<file path="src/rtl/m_decimator_pkg.sv">
// Shared constants for the multi-channel ADC decimator: mode encodings,
// register offsets and the window-length helper.
package m_decimator_pkg;

  localparam int CNT_W = 15;

  localparam logic [1:0] MODE_SAMPLE = 2'd0;
  localparam logic [1:0] MODE_PEAK   = 2'd1;
  localparam logic [1:0] MODE_AVG    = 2'd2;

  localparam int REG_MODE   = 0;
  localparam int REG_RATIO  = 1;
  localparam int REG_MASK   = 2;
  localparam int REG_STATUS = 3;

  // Last counter value of a window of 2^k strobes.
  function automatic logic [CNT_W-1:0] window_last(input logic [3:0] k);
    logic [CNT_W:0] span;
    span = (CNT_W+1)'(1) << k;
    return CNT_W'(span - (CNT_W+1)'(1));
  endfunction

endpackage

</file>
<file path="src/rtl/m_decim_lane.sv">
// One decimator channel: first/min/max/sum accumulators and the result mux,
// with the window result registered on the closing strobe.
module m_decim_lane
  import m_decimator_pkg::*;
#(
  parameter int DW = 8
) (
  input  logic          CLK,
  input  logic          reset,
  input  logic          sample_valid,
  input  logic          win_open,
  input  logic          win_close,
  input  logic          enable,
  input  logic [1:0]    mode,
  input  logic [3:0]    k,
  input  logic [DW-1:0] sample,
  output logic [DW-1:0] out_max,
  output logic [DW-1:0] out_min
);

  localparam int SW = DW + CNT_W;

  logic [DW-1:0] first_reg, min_reg, max_reg;
  logic [SW-1:0] sum_reg;
  logic [DW-1:0] first_next, min_next, max_next;
  logic [SW-1:0] sum_next, avg_full;
  logic [DW-1:0] res_max, res_min;

  // The *_next values already include the current sample, so the closing
  // strobe contributes to the result it produces.
  always_comb begin
    first_next = win_open ? sample : first_reg;
    min_next   = (win_open || sample < min_reg) ? sample : min_reg;
    max_next   = (win_open || sample > max_reg) ? sample : max_reg;
    sum_next   = win_open ? SW'(sample) : sum_reg + SW'(sample);
    avg_full   = sum_next >> k;
  end

  always_comb begin
    res_max = first_next;
    res_min = first_next;
    case (mode)
      MODE_PEAK: begin
        res_max = max_next;
        res_min = min_next;
      end
      MODE_AVG: begin
        res_max = avg_full[DW-1:0];
        res_min = avg_full[DW-1:0];
      end
      default: ;
    endcase
  end

  always_ff @(posedge CLK or posedge reset) begin
    if (reset) begin
      first_reg <= '0;
      min_reg   <= '0;
      max_reg   <= '0;
      sum_reg   <= '0;
      out_max   <= '0;
      out_min   <= '0;
    end else begin
      if (!enable) begin
        first_reg <= '0;
        min_reg   <= '0;
        max_reg   <= '0;
        sum_reg   <= '0;
      end else if (sample_valid) begin
        first_reg <= first_next;
        min_reg   <= min_next;
        max_reg   <= max_next;
        sum_reg   <= sum_next;
      end
      if (win_close) begin
        out_max <= enable ? res_max : '0;
        out_min <= enable ? res_min : '0;
      end
    end
  end

endmodule

</file>
<file path="src/rtl/m_decimator.sv">
// Multi-channel ADC decimator: PicoBlaze register bank with shadowed config,
// window counter, and one m_decim_lane per channel.
module m_decimator
  import m_decimator_pkg::*;
#(
  parameter int CHANNELS = 2,
  parameter int DW       = 8,
  parameter int BASE     = 16
) (
  input  logic                   CLK,
  input  logic                   reset,
  input  logic [7:0]             port_id,
  input  logic [7:0]             out_port,
  input  logic                   write_strobe,
  output logic [7:0]             in_port,
  input  logic                   sample_valid,
  input  logic [CHANNELS*DW-1:0] data_in,
  output logic [CHANNELS*DW-1:0] data_out_max,
  output logic [CHANNELS*DW-1:0] data_out_min,
  output logic                   out_valid
);

  localparam logic [7:0] ADDR_MODE   = 8'(BASE + REG_MODE);
  localparam logic [7:0] ADDR_RATIO  = 8'(BASE + REG_RATIO);
  localparam logic [7:0] ADDR_MASK   = 8'(BASE + REG_MASK);
  localparam logic [7:0] ADDR_STATUS = 8'(BASE + REG_STATUS);

  logic [1:0]          mode_reg, mode_shadow_reg, eff_mode;
  logic [3:0]          k_reg, k_shadow_reg, eff_k;
  logic [CHANNELS-1:0] mask_reg, mask_shadow_reg, eff_mask;
  logic                cfg_pending_reg;
  logic [CNT_W-1:0]    cnt_reg;
  logic                out_valid_reg;

  logic wr_mode, wr_ratio, wr_mask, any_wr;
  logic window_idle, load, win_open, win_close;

  always_comb begin
    wr_mode  = write_strobe && (port_id == ADDR_MODE);
    wr_ratio = write_strobe && (port_id == ADDR_RATIO);
    wr_mask  = write_strobe && (port_id == ADDR_MASK);
    any_wr   = wr_mode || wr_ratio || wr_mask;
  end

  // With no window open the shadow values govern the opening strobe directly,
  // so a pending config takes effect even when strobes arrive every cycle.
  always_comb begin
    window_idle = (cnt_reg == '0);
    load        = window_idle && cfg_pending_reg;
    eff_mode    = window_idle ? mode_shadow_reg : mode_reg;
    eff_k       = window_idle ? k_shadow_reg    : k_reg;
    eff_mask    = window_idle ? mask_shadow_reg : mask_reg;
    win_open    = sample_valid && window_idle;
    win_close   = sample_valid && (cnt_reg == window_last(eff_k));
  end

  always_ff @(posedge CLK or posedge reset) begin
    if (reset) begin
      mode_reg        <= MODE_SAMPLE;
      mode_shadow_reg <= MODE_SAMPLE;
      k_reg           <= '0;
      k_shadow_reg    <= '0;
      mask_reg        <= '1;
      mask_shadow_reg <= '1;
      cfg_pending_reg <= 1'b0;
      cnt_reg         <= '0;
      out_valid_reg   <= 1'b0;
    end else begin
      if (load) begin
        mode_reg <= mode_shadow_reg;
        k_reg    <= k_shadow_reg;
        mask_reg <= mask_shadow_reg;
      end
      if (wr_mode)  mode_shadow_reg <= out_port[1:0];
      if (wr_ratio) k_shadow_reg    <= out_port[3:0];
      if (wr_mask)  mask_shadow_reg <= out_port[CHANNELS-1:0];
      // A write coinciding with a load is newer than what was loaded.
      if (any_wr)
        cfg_pending_reg <= 1'b1;
      else if (load)
        cfg_pending_reg <= 1'b0;
      if (sample_valid)
        cnt_reg <= win_close ? '0 : cnt_reg + CNT_W'(1);
      out_valid_reg <= win_close;
    end
  end

  assign out_valid = out_valid_reg;
  assign in_port   = (port_id == ADDR_STATUS) ? {6'b0, |mask_reg, cfg_pending_reg} : 8'h00;

  for (genvar gi = 0; gi < CHANNELS; gi++) begin : g_lane
    m_decim_lane #(.DW(DW)) u_lane (
      .CLK          (CLK),
      .reset        (reset),
      .sample_valid (sample_valid),
      .win_open     (win_open),
      .win_close    (win_close),
      .enable       (eff_mask[gi]),
      .mode         (eff_mode),
      .k            (eff_k),
      .sample       (data_in[gi*DW +: DW]),
      .out_max      (data_out_max[gi*DW +: DW]),
      .out_min      (data_out_min[gi*DW +: DW])
    );
  end

endmodule
</file>
<file path="config.mk">
export PLATFORM = sky130hd
export DESIGN_NAME = m_decimator
export DESIGN_NICKNAME = d
export VERILOG_FILES = /design/src/rtl/m_decimator_pkg.sv /design/src/rtl/m_decim_lane.sv /design/src/rtl/m_decimator.sv
export SDC_FILE = /design/constraint.sdc
export NUM_CORES = 1
export LEC_CHECK = 0
export ABC_AREA = 1
export CAP_MARGIN = 20
export CORE_MARGIN = 3
export CORE_UTILIZATION = 45
export CTS_BUF_LIST = sky130_fd_sc_hd__clkbuf_4 sky130_fd_sc_hd__clkbuf_8
export DETAILED_ROUTE_END_ITERATION = 12
export GPL_ROUTABILITY_DRIVEN = 0
export GPL_TIMING_DRIVEN = 0
export PLACE_DENSITY = 0.63
export REMOVE_ABC_BUFFERS = 1
export SLEW_MARGIN = 15
export SYNTH_ARGS = -nofsm -noshare
export SYNTH_HDL_FRONTEND = slang
export SYNTH_SLANG_ARGS = --single-unit
</file>
<file path="constraint.sdc">
create_clock -name CLK -period 9.8 [get_ports CLK]
set_clock_uncertainty 0.15 [all_clocks]
set_input_delay 1.96 -clock CLK [delete_from_list [all_inputs] [get_ports CLK]]
set_output_delay 1.96 -clock CLK [all_outputs]
set_load 0.01 [all_outputs]
</file>
# Yosys cells after proc, flatten, opt, wreduce, memory -nomap -nowiden
# Index checks and enable logic that the tools add are counted.
dict set report word_totals {
  mem_bits_ro 0
  output_inout_bits 41
  input_bits 36
  ramBits 0
  reg_bits 159
  mem_count 0
  elab_cells 95
  latchBits 0
}
dict set report classes {
  addsub 4
  n_mux 39
  n_shift 3
  n_div 0
  magnitude_cmp 4
  bitwise 0
  eq_ne 9
  mul 0
  n_reduce_logical 15
}
# operator n
set ops {}
lappend ops {{$mux W8} 22}
lappend ops {{$mux W23} 6}
lappend ops {{$pmux W8 S2} 4}
lappend ops {{$add A23 B8 Y23} 2}
lappend ops {{$shr A23 B4 Y8} 2}
lappend ops {{$eq A8 B5 Y1 const B} 4}
lappend ops {{$gt A8 B8 Y1} 2}
lappend ops {{$lt A8 B8 Y1} 2}
lappend ops {{$add A15 B1 Y15 const B} 1}
lappend ops {{$eq A15 B15 Y1} 1}
lappend ops {{$logic_not A15 Y1} 1}
lappend ops {{$mux W15} 1}
lappend ops {{$shl A1 B4 Y15 const A} 1}
lappend ops {{$sub A15 B1 Y15 const B} 1}
lappend ops {{$logic_and A1 B1 Y1} 6}
lappend ops {{$logic_or A1 B1 Y1} 6}
lappend ops {{$mux W2} 3}
lappend ops {{$mux W4} 1}
lappend ops {{$ne A2 B2 Y1 const B} 2}
lappend ops {{$eq A2 B1 Y1 const B} 1}
lappend ops {{$eq A2 B2 Y1 const B} 1}
lappend ops {{$mux W1} 2}
lappend ops {{$reduce_bool A2 Y1} 1}
lappend ops {{$reduce_or A2 Y1} 1}

# Longest topological paths before layout
# Gate-level depths: netlist (run 1).
dict set report depth {
  ltp_word 7
  mapped_depth 27
}

# By module
# Synthesis (run 1) repeated with hierarchy kept, for this count alone.
dict set report hier_totals {
  hier_cells 2034
  hier_area_um2 13187.6
}
# module n_inst area_each_um2 cells_per_inst
set by_module_without_submodules {}
lappend by_module_without_submodules {{m_decim_lane (g_lane[0].u_lane)} 1 5342.6 839}
lappend by_module_without_submodules {{m_decim_lane (g_lane[1].u_lane)} 1 5291.3 818}
lappend by_module_without_submodules {m_decimator 1 2553.7 377}

# Worst setup path after synthesis (run 1)
# OpenSTA, ideal clock, no wires.
dict set report synth_timing {
  path_type {input -> output}
  from {input port port_id[5]}
  to {output port in_port[0]}
  slack_ns 4.999
  required_time_ns 7.690
  stages 5
  n_path_buf 0
  t_arrival_ns 2.691
  cell_sequence {nor4_1 -> nand2_1 -> inv_1 -> nand3_1 -> nor2_1}
}
dict set report synth_via {
  elab_chain_len 2
}
# element line_no
set synth_rtl {}
lappend synth_rtl {{from (decl)} m_decimator.sv:12} ;# input logic [7:0] port_id,
lappend synth_rtl {{$eq A8 B5 Y1} m_decimator.sv:89} ;# assign in_port = (port_id == ADDR_STATUS) ? {6'b0, |mask_reg, cfg_pending_reg} : 8'h00;
lappend synth_rtl {{$mux W2} m_decimator.sv:89}
lappend synth_rtl {{to (decl)} m_decimator.sv:15} ;# output logic [7:0] in_port,
# Every way passes these cells.

# Final worst setup path (run 1)
dict set report layout_timing {
  from {input port port_id[4]}
  to {output port in_port[1]}
}
# The elaborated chain is that of the path after synthesis.

==> impl_metrics.yaml, run 1 <==
clock_tree:
  clk_latency_ns: 0.48
  cts_tree: "built"
  clk_pin_slew_ns: 0.09
  cts_root_buf: "clkbuf_8"
  postCtsSetupRepairBufs: 0
  cts_buffers: 17
  cts_resized: 0
  cts_num_sinks: 159
  cts.path.max_buffers: 2
  ctsHoldBuffers: 0
  cts_max_level: 4
worst_setup_path:
  cp_slowest_stage_delay_ns: 0.54
  cp_slowest_cell: "clkdlybuf4s50_1"
  worstPathMaxFanout: 2
  required_ns: 7.69
  critPathBufInv: 4
  start_kind: "input port"
  critical_path_arrival_ns: 3.69
  path_class: "in2out"
  critical_path.top_delay_family: "buffers and inverters"
  cp-end-kind: "output pin"
  crit_chain: "clkdlybuf4s50_1, inv_1, nor4_1, nand2_1, inv_1, nand3_1, nor2_1, clkdlybuf4s50_1"
final_layout:
  largest_reg_flops: 46
  n_fill_cell: 2774
  finalInstanceArea_mm2: 0.0140
  nets: 2065
  diodes: 0
  drive_gt1_share_pct: 5.14
  areaGrowthSynthToFinish_pct: 10.6
power_and_ir_drop:
  power_density_mw_per_mm2: 101
  p_leak_uw: 0.00680
  ir_drop_uv: 151
grt:
  grt_pass1_wl_um: 65000
  grt_pass1_vias: 12057
  antenna_found_initial: 0
  grt_usage_pct: 26.6
  gr-total-overflow: 0
  grt_max_degree: 85
yosys:
  syn_area_mm2: 0.0126
  yosysSeqAreaShare_pct: 31.6
  syn_inst: 1956
  synth_ff_type: "dfrtp_1"
  yosysMostFrequentCell: "nand2_1"
  yosys.area.top_type: "dfrtp_1"
  synthArstFlopShare_pct: 100
  synth_seq_cells: 159
  synth-edff-count: 0
  synth.top_cell.area_share_pct: 30.7
  synthTopCellsByCount: "589 x nand2_1, 304 x nand3_1, 233 x inv_1"
  yosys_warnings: 0
  syn_avg_cell_area_um2: 6.45
  synth_area_leaders: "dfrtp_1 31%, nand2_1 18%, nand3_1 12%, inv_1 6.9%, ha_1 5.1%"
  synthDistinctLibCells: 41
timing:
  rsz0062_at_grt: "no"
  timing.final.ws_setup_ns: 4.00
  tns_ns: 0
  hold_viol: 0
  clock.fmax_ghz: 0.172
  maxSlewHeadroom_pct: 36.2
  maxSlewViolCount: 0
  finalCritPeriodShare_pct: 59.2
  max_slew.worst_pin.slew_ns: 0.950
  min_period_ns: 5.80
  hold_ws_ns: 0.341
  finalSetupViolCount: 0
floorplanning:
  die-area_mm2: 0.0301
  die_h_um: 173
  boundaryPins: 77
  rows: 60
  die_x_um: 173
  coreArea_mm2: 0.0273
  initial_core_util_pct: 46.3
drt:
  ant_nets: 0
  highest_layer: "met4"
  wl_met3_um: 2900
  avgRoutedWirePerCell_um: 17.1
  via_per_inst: 5.53
  wl_met1_um: 19000
  wl_um: 40400
  met2_length_um: 17600
  drc: 0
  dr.pass1.iters: 6
  vias: 13036
  drtIter0Drc: 1279
placement:
  portBuffers: 66
  dpl-instance-area_mm2: 0.0135
  dp_slack_ns: 3.56
  hpwl_um: 30100
min_path:
  hold_class: "reg2reg"
flow_run:
  drv_cap: 0
status:
  status: "finished, final reports clean"
-- metal layers --
layer | global-route usage, % | vias to the layer above
met5 | 0 | -
met4 | 7.64 | 0
met3 | 4.47 | 55
met2 | 41.1 | 481
met1 | 38.5 | 6063
li1 | - | 6437
-- worst paths after layout --
kind / startpoint / endpoint / slack (ns) / depth (start not counted)
setup reg to reg: cnt_reg[0] / g_lane[0].u_lane.out_min[0] / 4.66 / 21
hold / removal: g_lane[0].u_lane.out_max[4] / g_lane[0].u_lane.out_max[4] / 0.34 / 2
max in group asynchronous: reset / g_lane[0].u_lane.min_reg[4] / 6.86 / 3
min in group asynchronous: reset / g_lane[1].u_lane.min_reg[3] / 1.78 / 2
hold reg to reg: g_lane[0].u_lane.out_max[4] / g_lane[0].u_lane.out_max[4] / 0.34 / 2
setup / recovery: port_id[4] / in_port[1] / 4.00 / 8
-- cells in the final DEF, fill, tap and decap left out, types with 6 or more instances in the layout --
cell type and count:
nor2_2 7, nand2_2 12, or2_2 6, conb_1 6, inv_1 231, nand3_1 303, clkbuf_8 18, dfrtp_1 155
nor3_1 9, o21ai_1 17, o21ai_0 107, nor2_4 11, ha_1 51, xor2_1 11, a21oi_1 43, o211ai_1 6
nand4_1 51, clkdlybuf4s50_1 66, nor2_1 150, nand2_4 7, inv_2 8, nand2_1 586, o22ai_1 58, nand3b_1 14
-- logic make-up after synthesis --
family          synth area share [%]
simple gates                    41.4
mux                            0.178
other cells                   0.0297
flops                           31.6
xor+xnor                        1.04
compound gates                  10.1
fa+ha+maj                       5.37
buf+inv                         10.4
-- final cells by class --
class / count / area (um2) / share of cell area, %
clock buffer: 18 / 248 / 1.77
timing repair buffer: 74 / 828 / 5.93
clock inverter: 11 / 156 / 1.12
inverter: 242 / 916 / 6.56
sequential: 159 / 3980 / 28.5
tap: 372 / 465 / 3.33
multi-input combinational: 1482 / 7360 / 52.7
-- metrics by stage --
step / utilization (%) / total power (uW) / cells
2_1_floorplan: - / 821 / 1883
3_3_place_gp: 49.0 / 880 / 2321
3_5_place_dp: 49.6 / 884 / 2328
4_1_cts: 51.1 / 1420 / 2357
5_1_grt: 51.2 / 1470 / 2358
6_report: 51.2 / 1410 / 2358
-- report_power, final --
group	internal, uW	switching [uW]	leakage [uW]	total [uW]
clock	258	276	0.000195	534
sequential	670	24.8	0.00217	694
combinational	64.4	117	0.00444	181
-- worst reg2reg max path, delay by kind of cell, from the launching register on --
| family | cells | cell delay [ns] |
|---|---|---|
| xor gates and xnor gates | 1 | 0.19 |
| DFF | 1 | 0.43 |
| adders and majority gates | 2 | 0.52 |
| buffers and inverters | 3 | 0.31 |
| and+or+nand+nor | 15 | 3.50 |
Note: power is estimated with default switching activity, not from simulation.
==> run 2, diff against run 1 <==
--- a/config.mk
+++ b/config.mk
@@ -13,7 +13,7 @@
 export DETAILED_ROUTE_END_ITERATION = 12
 export GPL_ROUTABILITY_DRIVEN = 0
 export GPL_TIMING_DRIVEN = 0
-export PLACE_DENSITY = 0.63
+export PLACE_DENSITY = 0.66
 export REMOVE_ABC_BUFFERS = 1
 export SLEW_MARGIN = 15
 export SYNTH_ARGS = -nofsm -noshare
==> constraint.sdc (replaced) <==
create_clock -name CLK -period 5.3 [get_ports CLK]
set_clock_uncertainty 0.15 [all_clocks]
set_input_delay 1.06 -clock CLK [delete_from_list [all_inputs] [get_ports CLK]]
set_output_delay 1.06 -clock CLK [all_outputs]
set_load 0.01 [all_outputs]
==> run 2 against run 1 <==
Via count up 1.4%; worst setup slack worse by 3.6 ns; final area about the same; first-iteration DRC count up 16%; sequential power up 84%; die area unchanged; sequential share of layout area about the same; critical endpoint is now g_lane[0].u_lane.out_max[6].
==> impl_metrics.yaml, run 2 (synthesized netlist as in run 1, its figures left out) <==
floorplanning:
  initial_core_util_pct: 46.3
  coreArea_mm2: 0.0273
  die-area_mm2: 0.0301
  boundaryPins: 77
  rows: 60
  die_h_um: 173
  die_x_um: 173
final_layout:
  drive_gt1_share_pct: 5.28
  layout_common_cells: "586 x nand2_1, 304 x nand3_1, 231 x inv_1"
  diodes: 0
  n_fill_cell: 2783
  nets: 2066
  largest_reg_flops: 46
  final_common_cell: "nand2_1"
  areaGrowthSynthToFinish_pct: 10.6
min_path:
  hold_class: "reg2reg"
placement:
  portBuffers: 66
  hpwl_um: 30000
worst_setup_path:
  critical_path_arrival_ns: 5.13
  cp-end-kind: "flip-flop"
  required_ns: 5.56
  path_class: "reg2reg"
  worstPathMaxFanout: 39
  start_kind: "flip-flop"
clock_tree:
  clk_latency_ns: 0.50
  cts_buffers: 17
  postCtsSetupRepairBufs: 0
  cts_max_level: 4
  cts_num_sinks: 159
  cts_tree: "built"
  cts.path.max_buffers: 2
  cts_root_buf: "clkbuf_8"
  clk_pin_slew_ns: 0.11
drt:
  drtIter0Drc: 1490
  ant_nets: 0
  via_per_inst: 5.60
  drc: 0
  dr.pass1.iters: 6
  wl_um: 40500
  vias: 13219
  avgRoutedWirePerCell_um: 17.1
grt:
  grt_pass1_wl_um: 66000
  antenna_found_initial: 0
  grt_pass1_vias: 12562
  grt_usage_pct: 26.8
  gr-total-overflow: 0
  grt_max_degree: 93
timing:
  rsz0062_at_grt: "no"
  finalSetupViolCount: 0
  max_slew.worst_pin.slew_ns: 0.958
  min_period_ns: 4.87
  clock.fmax_ghz: 0.205
  hold_viol: 0
  maxSlewViolCount: 0
  finalCritPeriodShare_pct: 91.9
  maxSlewHeadroom_pct: 35.7
  tns_ns: 0
power_and_ir_drop:
  ir_drop_uv: 145
  power_density_mw_per_mm2: 185
  p_leak_uw: 0.00680
  power_uw: 2580
status:
  status: "finished, final reports clean"
flow_run:
  drv_cap: 0
==> run 2: power by group <==
| part | total [uW] | switching (uW) | leakage, uW | internal (uW) |
|---|---|---|---|---|
| registers | 1280 | 41.9 | 0.00217 | 1240 |
| logic | 333 | 215 | 0.00444 | 118 |
| clock network | 967 | 609 | 0.000196 | 358 |
| total | 2580 | 866 | 0.00680 | 1710 |
==> run 2: path summary, 6_finish.rpt <==
kind / from / to / depth (start not counted) / slack (ns)
worst max-delay path: cnt_reg[0] / g_lane[0].u_lane.out_max[6] / 21 / 0.43
worst min register to register: g_lane[0].u_lane.out_max[5] / g_lane[0].u_lane.out_max[5] / 2 / 0.35
worst max register to register: cnt_reg[0] / g_lane[0].u_lane.out_max[6] / 21 / 0.43
worst min-delay path: g_lane[0].u_lane.out_max[5] / g_lane[0].u_lane.out_max[5] / 2 / 0.35
max in group asynchronous: reset / g_lane[0].u_lane.sum_reg[15] / 3 / 3.29
min in group asynchronous: reset / g_lane[1].u_lane.min_reg[3] / 2 / 0.83
==> run 2: final cells by class <==
| cell class | instances | area, um2 | area share [%] |
|---|---|---|---|
| multi-input cells | 1482 | 7360 | 52.8 |
| flip-flops and latches | 159 | 3980 | 28.5 |
| inverters | 242 | 916 | 6.56 |
| repair buffers | 75 | 827 | 5.93 |
| well taps | 372 | 465 | 3.34 |
| clock buffers | 17 | 234 | 1.68 |
| clock inverters | 15 | 165 | 1.18 |
==> run 2: stage by stage <==
step	utilization (%)	area [um2]	setup WS, ns	cells	hold WS [ns]
global route	51.2	14000	0.0102	2362	0.363
detailed placement	49.5	13500	0.00605	2327	0.315
global placement	49.0	13400	-2.82	2321	0.317
floorplan	-	12200	-0.195	1883	0.303
CTS	51.0	13900	0.250	2359	0.347
finish	51.2	14000	0.431	2362	0.347
==> run 2: worst max-delay path, stage by stage (launching register included) <==
cell      delay [ns]
dfrtp_1         0.44
inv_1           0.15
ha_1            0.22
inv_1           0.06
nor2_2          0.10
nand2_1         0.09
nor2_4          0.25
nand3_1         0.18
nand2_4         0.41
nand2_1         0.10
nor2_1          0.35
inv_1           0.09
ha_1            0.31
xnor2_1         0.18
nand3b_1        0.17
nand2_1         0.10
nand3_1         0.09
nor2_1          0.15
nand3_2         0.15
nor2_4          0.61
nand2_1         0.20
o21ai_1         0.20
==> run 2: repair_timing <==
action | in CTS | in global routing
hold buffers | 0 | 0
setup endpoints to repair | 0 | 20
gates resized for setup | 0 | 1
==> run 2: per-layer routing <==
layer | vias to the layer above | global-route usage, % | wire length [um]
li1 | 6450 | - | -
met1 | 6192 | 38.1 | 18300
met2 | 504 | 42.1 | 18100
met3 | 73 | 4.20 | 3040
met4 | 0 | 8.45 | 1020
met5 | - | 0 | 0
==> run 3, diff against run 2 <==
--- a/config.mk
+++ b/config.mk
@@ -5,7 +5,6 @@
 export SDC_FILE = /design/constraint.sdc
 export NUM_CORES = 1
 export LEC_CHECK = 0
-export ABC_AREA = 1
 export CAP_MARGIN = 20
 export CORE_MARGIN = 3
 export CORE_UTILIZATION = 45
==> run 3 against run 2 <==
Power increased by 49%; clock-buffer cell count unchanged; maximum frequency decreased by 6.2%; utilization increased by 0.87 points; synthesized cell count decreased by 18%; synthesized area increased by 2.0%; register-to-register slack got worse by 0.32 ns; wire length increased by 1.8%; sequential cell count unchanged; first-iteration DRC count increased by 6.8%; sequential power increased by 6%; largest cell class unchanged.
==> impl_metrics.yaml, run 3 <==
timing:
  rsz0062_at_grt: "no"
  maxSlewViolCount: 0
  max_slew.worst_pin.slew_ns: 1.11
  maxSlewHeadroom_pct: 26.1
  hold_ws_ns: 0.328
  tns_ns: 0
  clock.fmax_ghz: 0.193
  hold_viol: 0
  finalCritPeriodShare_pct: 97.9
  finalSetupViolCount: 0
  min_period_ns: 5.19
worst_setup_path:
  worstPathMaxFanout: 38
  critical_path.top_delay_family: "simple AND/OR/NAND/NOR gates"
  path_class: "reg2reg"
  critical_path_arrival_ns: 5.41
  crit_chain: "inv_1, ha_1, or4b_4, or4_4, buf_4, mux2i_1, nand2_1, nor4b_1, o21ai_0, o221a_2, or3_2, buf_12, mux2_1"
  cp_slowest_cell: "or4_4"
  cp-end-kind: "flip-flop"
  start_kind: "flip-flop"
  cp_slowest_stage_delay_ns: 0.66
  critPathBufInv: 3
  required_ns: 5.53
drt:
  vias: 12755
  ant_nets: 0
  dr.pass1.iters: 9
  wl_um: 41200
  avgRoutedWirePerCell_um: 20.5
  drtIter0Drc: 1591
  via_per_inst: 6.35
  drc: 0
yosys:
  yosysSeqAreaShare_pct: 31.0
  synthArstFlopShare_pct: 100
  yosysMostFrequentCell: "nor2_1"
  syn_inst: 1611
  syn_area_mm2: 0.0129
  synthDistinctLibCells: 82
  synth_area_leaders: "dfrtp_1 30%, nor2_1 6.4%, ha_1 5.0%, a21oi_1 4.7%, nand2_1 4.7%"
  synth.top_cell.area_share_pct: 30.1
  yosys.area.top_type: "dfrtp_1"
  syn_avg_cell_area_um2: 7.99
  synth_seq_cells: 159
  synth-edff-count: 0
  synthTopCellsByCount: "221 x nor2_1, 161 x nand2_1, 155 x dfrtp_1"
  synth_ff_type: "dfrtp_1"
  yosys_warnings: 0
clock_tree:
  cts_tree: "built"
  cts.path.max_buffers: 2
  clk_latency_ns: 0.50
  ctsHoldBuffers: 0
  clk_pin_slew_ns: 0.11
  cts_num_sinks: 159
  cts_buffers: 17
  cts_max_level: 4
  cts_root_buf: "clkbuf_8"
final_layout:
  drive_gt1_share_pct: 10.7
  areaGrowthSynthToFinish_pct: 13.4
  layout_common_cells: "221 x nor2_1, 159 x nand2_1, 154 x dfrtp_1"
  largest_reg_flops: 46
  finalInstanceArea_mm2: 0.0146
  nets: 1708
  n_fill_cell: 2677
  final_common_cell: "nor2_1"
status:
  status: "finished, final reports clean"
floorplanning:
  die_x_um: 175
  die-area_mm2: 0.0307
  die_h_um: 175
  coreArea_mm2: 0.0280
  initial_core_util_pct: 45.9
  boundaryPins: 77
  rows: 61
flow_run:
  drv_cap: 0
grt:
  antenna_found_initial: 1
  gr-total-overflow: 0
  grt_pass1_wl_um: 65800
  grt_usage_pct: 26.6
  grt_pass1_vias: 11914
  grt_max_degree: 106
power_and_ir_drop:
  ir_drop_uv: 150
  p_leak_uw: 0.00594
  power_density_mw_per_mm2: 264
placement:
  hpwl_um: 27900
  dpl-instance-area_mm2: 0.0139
  portBuffers: 66
min_path:
  hold_class: "reg2reg"
[run 3: cell types whose count changed after synthesis, moves of 22 or more]
cell	change
nand3_1	-251
clkbuf_1	+48
mux2_2	+41
inv_1	-175
nand4_1	-32
nor2_1	+70
a211oi_1	+40
a21oi_1	+78
nor3_1	+22
nand2_1	-428
o22ai_1	-42
mux2i_1	+53
[run 3: logic make-up after synthesis]
kind of cell | Yosys count | share of synthesized area, %
other | 1 | 0.0291
DFF | 159 | 31.0
muxes | 115 | 10.1
buffers and inverters | 184 | 6.02
adders and majority gates | 53 | 5.27
and+or+nand+nor | 596 | 21.3
AOI/OAI and AO/OA | 452 | 22.8
xor gates and xnor gates | 51 | 3.47
[run 3: worst paths after layout]
path,from,endpoint,slack [ns],cells after the start
min in group asynchronous,reset,mode_shadow_reg[1],0.82,2
min reg2reg,g_lane[1].u_lane.out_min[5],g_lane[1].u_lane.out_min[5],0.33,2
min,g_lane[1].u_lane.out_min[5],g_lane[1].u_lane.out_min[5],0.33,2
max,cnt_reg[0],g_lane[0].u_lane.out_max[5],0.11,13
max in group asynchronous,reset,g_lane[0].u_lane.max_reg[2],3.27,3
max reg2reg,cnt_reg[0],g_lane[0].u_lane.out_max[5],0.11,13
[run 3: worst register-to-register path, cell delays in order, from the launching register on]
cell and delay, ns:
dfrtp_2 0.47, inv_1 0.12, ha_1 0.14, or4b_4 0.54, or4_4 0.66, buf_4 0.22
mux2i_1 0.64, nand2_1 0.36, nor4b_1 0.35, o21ai_0 0.11, o221a_2 0.18, or3_2 0.54
buf_12 0.20, mux2_1 0.40
[run 3: routing by layer]
metal  wire, um  track usage [%]
met5          0                0
met4       1680             9.87
met3       3430             4.30
met2      18500             41.8
met1      17600             36.9
[run 3: repair_timing]
action,4_1_cts,5_1_grt
setup buffers,3,11
gates cloned,2,1
endpoints found under the setup margin,56,33
gates resized for setup,20,12
pin swaps,2,1
[run 3: cell type report]
| class | instances | area [um2] | share of cell area (%) |
|---|---|---|---|
| Inverter | 59 | 229 | 1.57 |
| Timing Repair Buffer | 106 | 1090 | 7.45 |
| Multi-Input combinational cell | 1276 | 8380 | 57.5 |
| Antenna cell | 1 | 2.50 | 0.0172 |
| Clock buffer | 17 | 234 | 1.60 |
| Sequential cell | 159 | 3990 | 27.3 |
| Clock inverter | 14 | 195 | 1.34 |
| Tap cell | 378 | 473 | 3.24 |
[run 3: through the flow]
step / power, uW / std cells / utilization, % / setup slack (ns)
floorplan: 2210 / 1491 / - / -4.68
global placement: 2590 / 1935 / 48.1 / -12.45
detailed placement: 2680 / 1960 / 49.5 / -1.07
CTS: 3770 / 1996 / 51.4 / 0.00533
global route: 4020 / 2009 / 52.1 / 0.000857
finish: 3850 / 2010 / 52.1 / 0.112
[run 3: power breakdown]
group / internal (uW) / switching, uW / leakage, uW
Combinational: 531 / 920 / 0.00353
Clock: 482 / 560 / 0.000218
Sequential: 1260 / 94.7 / 0.00219
Total: 2280 / 1570 / 0.00594
